===== src/rtl/serial_word_adder.sv =====
// Multi-cycle adder/subtractor: one DIGIT-bit ripple slice per clock, LSB slice first,
// with a carry register linking slices and valid/ready handshakes on both sides.

module swa_fa_cell (
  input  logic a,
  input  logic b,
  input  logic ci,
  output logic s,
  output logic co
);
  assign s  = a ^ b ^ ci;
  assign co = (a & b) | (ci & (a ^ b));
endmodule

module serial_word_adder #(
  parameter int WIDTH = 32,
  parameter int DIGIT = 4
) (
  input  logic             clk,
  input  logic             rst,
  input  logic             in_valid,
  output logic             in_ready,
  input  logic [WIDTH-1:0] a,
  input  logic [WIDTH-1:0] b,
  input  logic             cin,
  input  logic             sub,
  output logic             out_valid,
  input  logic             out_ready,
  output logic [WIDTH-1:0] sum,
  output logic             cout,
  output logic             ovf
);
  localparam int N  = WIDTH / DIGIT;
  localparam int IW = (N > 1) ? $clog2(N) : 1;

  typedef enum logic [1:0] {IDLE, RUN, DONE} state_t;

  // captured operation; b already holds the effective (possibly inverted) operand
  typedef struct packed {
    logic [WIDTH-1:0] a;
    logic [WIDTH-1:0] b;
  } op_t;

  state_t           state;
  op_t              op_q;
  logic [IW-1:0]    idx;
  logic             carry;
  logic [WIDTH-1:0] res, res_nxt;
  logic [DIGIT-1:0] sa, sb, ss;
  logic [DIGIT:0]   cc;
  logic             last;

  assign sa    = op_q.a[int'(idx)*DIGIT +: DIGIT];
  assign sb    = op_q.b[int'(idx)*DIGIT +: DIGIT];
  assign cc[0] = carry;
  assign last  = (idx == IW'(N-1));

  for (genvar i = 0; i < DIGIT; i++) begin : g_cell
    swa_fa_cell u_fa (.a(sa[i]), .b(sb[i]), .ci(cc[i]), .s(ss[i]), .co(cc[i+1]));
  end

  always_comb begin
    res_nxt = res;
    res_nxt[int'(idx)*DIGIT +: DIGIT] = ss;
  end

  always_ff @(posedge clk) begin
    if (rst) begin
      state     <= IDLE;
      in_ready  <= 1'b0;
      out_valid <= 1'b0;
      sum       <= '0;
      cout      <= 1'b0;
      ovf       <= 1'b0;
      op_q      <= '0;
      idx       <= '0;
      carry     <= 1'b0;
      res       <= '0;
    end else begin
      case (state)
        IDLE: begin
          if (in_valid && in_ready) begin
            op_q.a   <= a;
            op_q.b   <= sub ? ~b : b;
            carry    <= sub ? ~cin : cin;
            idx      <= '0;
            res      <= '0;
            in_ready <= 1'b0;
            state    <= RUN;
          end else begin
            in_ready <= 1'b1;
          end
        end
        RUN: begin
          res   <= res_nxt;
          carry <= cc[DIGIT];
          idx   <= idx + 1'b1;
          if (last) begin
            sum       <= res_nxt;
            cout      <= cc[DIGIT];
            ovf       <= (op_q.a[WIDTH-1] == op_q.b[WIDTH-1]) &&
                         (res_nxt[WIDTH-1] != op_q.a[WIDTH-1]);
            out_valid <= 1'b1;
            state     <= DONE;
          end
        end
        DONE: begin
          if (out_ready) begin
            out_valid <= 1'b0;
            in_ready  <= 1'b1;
            state     <= IDLE;
          end
        end
        default: begin
          in_ready  <= 1'b0;
          out_valid <= 1'b0;
          state     <= IDLE;
        end
      endcase
    end
  end
endmodule


===== config.mk =====
export PLATFORM = sky130hd
export DESIGN_NAME = serial_word_adder
export DESIGN_NICKNAME = d
export VERILOG_FILES = /design/src/rtl/serial_word_adder.sv
export SDC_FILE = /design/constraint.sdc
export NUM_CORES = 1
export LEC_CHECK = 0
export ABC_AREA = 1
export CORE_MARGIN = 2
export CORE_UTILIZATION = 54
export DETAILED_ROUTE_END_ITERATION = 10
export PLACE_DENSITY = 0.8
export SLEW_MARGIN = 0
export SYNTH_ARGS = -nofsm -noshare
export SYNTH_HDL_FRONTEND = slang
export SYNTH_SLANG_ARGS = --single-unit

===== constraint.sdc =====
create_clock -name clk -period 4.3 [get_ports clk]
set_input_delay 0.86 -clock clk [delete_from_list [all_inputs] [get_ports clk]]
set_output_delay 0.86 -clock clk [all_outputs]
set_load 0.02 [all_outputs]

# After elaboration in Yosys (flattened, before gate mapping)
# Index checks and enable logic that the tools add are counted.
# totals
regBits,138
in_bits,70
out_inout_bits,36
wordCells,78
# classes
addsub,2
n_eq_ne,8
shifts,4
mux,19
n_bitwise,24
reduce_logical,10
# op_table
op,count
32-bit 2-to-1 mux,2
32-bit one-hot mux with 2 select lines,1
32-bit by 6-bit indexed part select with 4-bit output,2
5-bit negation with 33-bit output,1
"4-bit by 33-bit variable shift with 32-bit output, first input constant",1
4-bit by 33-bit indexed part select with 32-bit output,1
32-bit bitwise mux,1
32-bit inverter,1
1-bit bitwise AND,8
2-bit AND reduction,4
1-bit bitwise XOR,8
1-bit 2-to-1 mux,6
2-bit 2-to-1 mux,3
"2-bit inequality test, second input constant",3
1-bit one-hot mux with 3 select lines,2
2-bit one-hot mux with 3 select lines,1
3-bit one-hot mux with 2 select lines,1
3-bit AND reduction,2
1-bit OR,4
"3-bit by 1-bit adder with 3-bit output, second input constant",1
"3-bit equality test, second input constant",1
3-bit 2-to-1 mux,1
1-bit inverter,3
"2-bit by 1-bit equality test with 1-bit output, second input constant",1
7 further kinds,8

# Depth between registers and ports, before layout
# depth
depth_word,13
mapped_depth,22
ltp_nobuf,19

# Modules after synthesis
# A second synthesis with hierarchy kept.
# unflattened
cells_unflattened,916
hier_area_um2,6770.2
# modules_own_cells
mod,n_inst,cells_each,area_each_um2
serial_word_adder,1,912,6690.2
swa_fa_cell,4,1,20.0

# Least setup slack after synthesis
# Ideal clock, no wire load.
# synth_path
path_type,reg-to-reg
from,reg idx[1]
to,reg sum[31]
arrival_ns,3.114
required_ns,4.185
setup_slack_ns,1.070
stages_incl_launch_ff,19
path_buffers,2
synth_period_minus_slack_ns,3.230
cell_sequence,dfxtp_1 -> buf_2 -> clkbuf_1 -> o21ai_0 -> o221ai_1 -> o21ai_1 -> fa_1 -> inv_1 -> fa_1 -> inv_1 -> fa_1 -> inv_1 -> fa_1 -> nand3_1 -> nor2_1 -> nand2_1 -> nand2_1 -> o21ai_0 -> inv_1
# synth_between
elab_chain_len,11
word_cells_on_any_way,25
# synth_lines
element,line,source
"start, declared",46,logic [IW-1:0] idx;
"start signal, assigned",97,idx <= idx + 1'b1;
"32-bit by 6-bit indexed part select with 4-bit output, on equally long branches","53, 54",
1-bit bitwise XOR,"11, 12",
1-bit bitwise AND,12,assign co = (a & b) | (ci & (a ^ b));
1-bit OR,12,
1-bit bitwise AND,12,
1-bit OR,12,
1-bit bitwise AND,12,
1-bit OR,12,
1-bit bitwise XOR,11,assign s = a ^ b ^ ci;
4-bit by 33-bit indexed part select with 32-bit output,64,res_nxt[int'(idx)*DIGIT +: DIGIT] = ss;
32-bit bitwise mux,64,
"end signal, assigned",99,sum <= res_nxt;
"end, declared",29,"output logic [WIDTH-1:0] sum,"
# Several ways; a longest one is shown, not always the timed one.
# A chain may end at the register's enable or synchronous reset.

# Worst setup path after layout
# layout_path
from,reg idx[0]
to,reg sum[31]
# Same word-level chain as after synthesis.

==> impl_metrics.ini <==
[final_layout]
fillerInstances = 1037
antenna_cells = 0
seq_area_um2 = 2760
final_layout_size_suffix_gt1_share_pct = 5.71
final_nets = 1083
multi_input_area_um2 = 3290
area_growth_pct = 24.2
final_cells = 1183

[synthesis]
syn_area_um2 = 6750
syn_inst = 931
synth_warnings = 0
synth_edf_count = 0
yosysTopAreaCell = dfxtp_1
synth_ff_type = dfxtp_1
ys_seq_area_share_pct = 41.0
yosys.area_share.simple_pct = 21.9
synth_xor_area_share_pct = 4.28
ys_ff_latch = 138
synthAdderAreaFrac_pct = 2.49
ys_async_sr_fraction_pct = 0
synth.avg_cell_area_um2 = 7.25
synth_area_leaders = dfxtp_1 (41%), nand2_1 (9.3%), o21ai_0 (8.2%)
syn_nets = 1012
synthMuxAreaShare_pct = 0
synthDistinctLibCells = 36
synth_compound_area_share_pct = 20.1
synth.top_cell.area_share_pct = 41.0
synth_top_family_by_area = simple AND/OR/NAND/NOR gates

[job]
cap_violations = 0

[clock_tree]
cts_resized = 0
h-tree-depth = 4
clock_path_buffers = 2
cts_sinks = 138
clkTransAtPathRegs_ns = 0.06
cts_made_buffers = 17
root_buffer = clkbuf_16
post-cts-setup-buffer-count = 0
cts_hold_buf = 0
cts_tree = built
clk_latency_ns = 0.43

[die]
coreArea_um2 = 12100
start_util_pct = 55.7
rows = 40
num_io_pins = 106
die_y_um = 116
dieArea_um2 = 13400
dieWidth_um = 116

[worst_hold_path]
min_path_type = reg2reg

[route]
vias = 6249
drt_iter0_markers = 530
routed_wl_um = 16000
wl_per_cell_um = 13.5
drc = 0
avgViaCountPerCell = 5.28
drt_pass1_iterations = 6
drt.antenna.violating_nets = 0

[place]
dpl.hpwl_um = 10500
gp_congestion = 0.837
dp.cells = 1151
portBuffers = 105

[worst_setup_path]
slowest_delay_ns = 0.49
crit_type = reg2reg
path_cells = clkinv_2 -> a21oi_1 -> o21ai_0 -> nand3_1 -> nand2_1 -> fa_1 -> inv_1 -> fa_1 -> inv_1 -> fa_1 -> inv_1 -> fa_1 -> nand3_1 -> nor2_1 -> nand2_1 -> nand2_1 -> o21ai_0 -> inv_1
worst_ep_arrival_time_ns = 3.86
critPathLaunchType = flop
cp_max_fo = 39
r2r_slack_ns = 0.76
path_delay_family = adder cells
endpoint_kind = flop
cp.required_ns = 4.62
critPathBufInv = 5
crit_path_top_delay_cell = fa_1

[power]
p_leak_uw = 0.00341
ir_drop_mv = 0.264
p_total_uw = 3380
p_per_area_nw_per_um2 = 404

[global_routing]
grt_antenna_before_repair = 0
grt_remaining_overflow = 0
grt_pass1_wl_um = 26900
grt_pass1_vias = 5623
grt_max_degree = 66
grt_usage_pct = 25.2

[timing]
finalClockSkew_ns = 0.00711
post-route-min-period_ns = 3.54
worst_slew_pin_slew_ns = 0.853
hold_viol_final = 0
slew_viol_final = 0
setup_viol = 0
finalCritPeriodShare_pct = 82.4
rsz0062_at_grt = false
slew_headroom_pct = 43.1
max_freq_mhz = 282
final.setup.tns_ns = 0

[run_status]
outcome = complete, no violations
flip-flops by register name (all words and copies together) (netlist names), 2 cells and up:
register and flops:
state 2, idx 3, res 32, sum 32
op_q 64
cells in the mapped netlist, types with 2 or more instances:
library cell  number
clkbuf_1          21
nand2_2            2
nand2_1          167
buf_6              5
o21ai_1            6
o221ai_1           2
a211oi_1          17
a21oi_1           76
nand4_1           10
nor2_1           106
o21a_1            20
o21bai_1           3
o22ai_1            5
nor2_8             2
a21o_1             4
clkinv_1           2
fa_1               4
xor2_1            16
nor2_4             3
nor2_2             2
xnor2_1           17
nand3_1           52
buf_2             27
ha_1               7
inv_2              3
dfxtp_1          138
inv_1             88
o21ai_0          110
buf_4              9
cell families after synthesis:
| logic type | count (synthesis) |
|---|---|
| flops | 138 |
| fa+ha+maj | 11 |
| compound gates | 245 |
| simple gates | 348 |
| xor+xnor | 33 |
| buf+inv | 156 |
stage by stage:
stage	hold slack, ns	setup slack, ns	util (%)	cell area, µm²
final	0.453	0.757	69.2	8380
after global routing	0.477	0.500	69.2	8380
after CTS	0.455	0.813	69.2	8380
after detailed placement	0.447	0.844	63.8	7730
after global placement	0.443	0.945	63.8	7730
after floorplan	0.430	1.07	-	6750
routing by layer:
layer | vias to the layer above | wire [µm] | GRT usage (%) | share of wire, %
met4 | 0 | 294 | 9.68 | 1.8
met5 | - | 0 | 0 | 0
met2 | 241 | 7280 | 39.5 | 46
met1 | 2812 | 7260 | 34.1 | 45
li1 | 3170 | - | - | -
met3 | 26 | 1140 | 5.44 | 7.1
cell type report:
type / instances / share of cell area [%]
clock buffer: 20 / 5.45
clock inverter: 12 / 2.33
inverter: 94 / 4.23
multi-input combinational: 637 / 39.3
sequential: 138 / 33.0
tap: 168 / 2.51
timing repair buffer: 114 / 13.2
worst paths after layout:
check | startpoint | end | depth (start not counted)
setup / recovery | idx[0] | sum[31] | 18
hold / removal | op_q[22] | op_q[22] | 2
setup reg to reg | idx[0] | sum[31] | 18
hold reg to reg | op_q[22] | op_q[22] | 2
report_power, final:
| group | total, µW | switching [µW] | internal (µW) |
|---|---|---|---|
| Clock | 1600 | 548 | 1050 |
| Combinational | 420 | 258 | 162 |
| Sequential | 1360 | 26.8 | 1330 |
| Total | 3380 | 833 | 2550 |
worst min-delay path, stage by stage, from the launching register on:
cell and delay (ns):
dfxtp_1 0.30, inv_1 0.06, a21oi_1 0.05
layout by cell type, fill, tap and decap left out, types with 9 or more instances in the layout:
cell type / count
nand2_1: 167
dfxtp_1: 138
o21ai_0: 110
nor2_1: 106
clkdlybuf4s50_1: 103
inv_1: 88
a21oi_1: 76
nand3_1: 52
o21a_1: 20
xnor2_1: 17
a211oi_1: 17
clkbuf_16: 17
xor2_1: 16
nand4_1: 10
buf_4: 9
No activity file was read; power rests on OpenSTA's default activity.
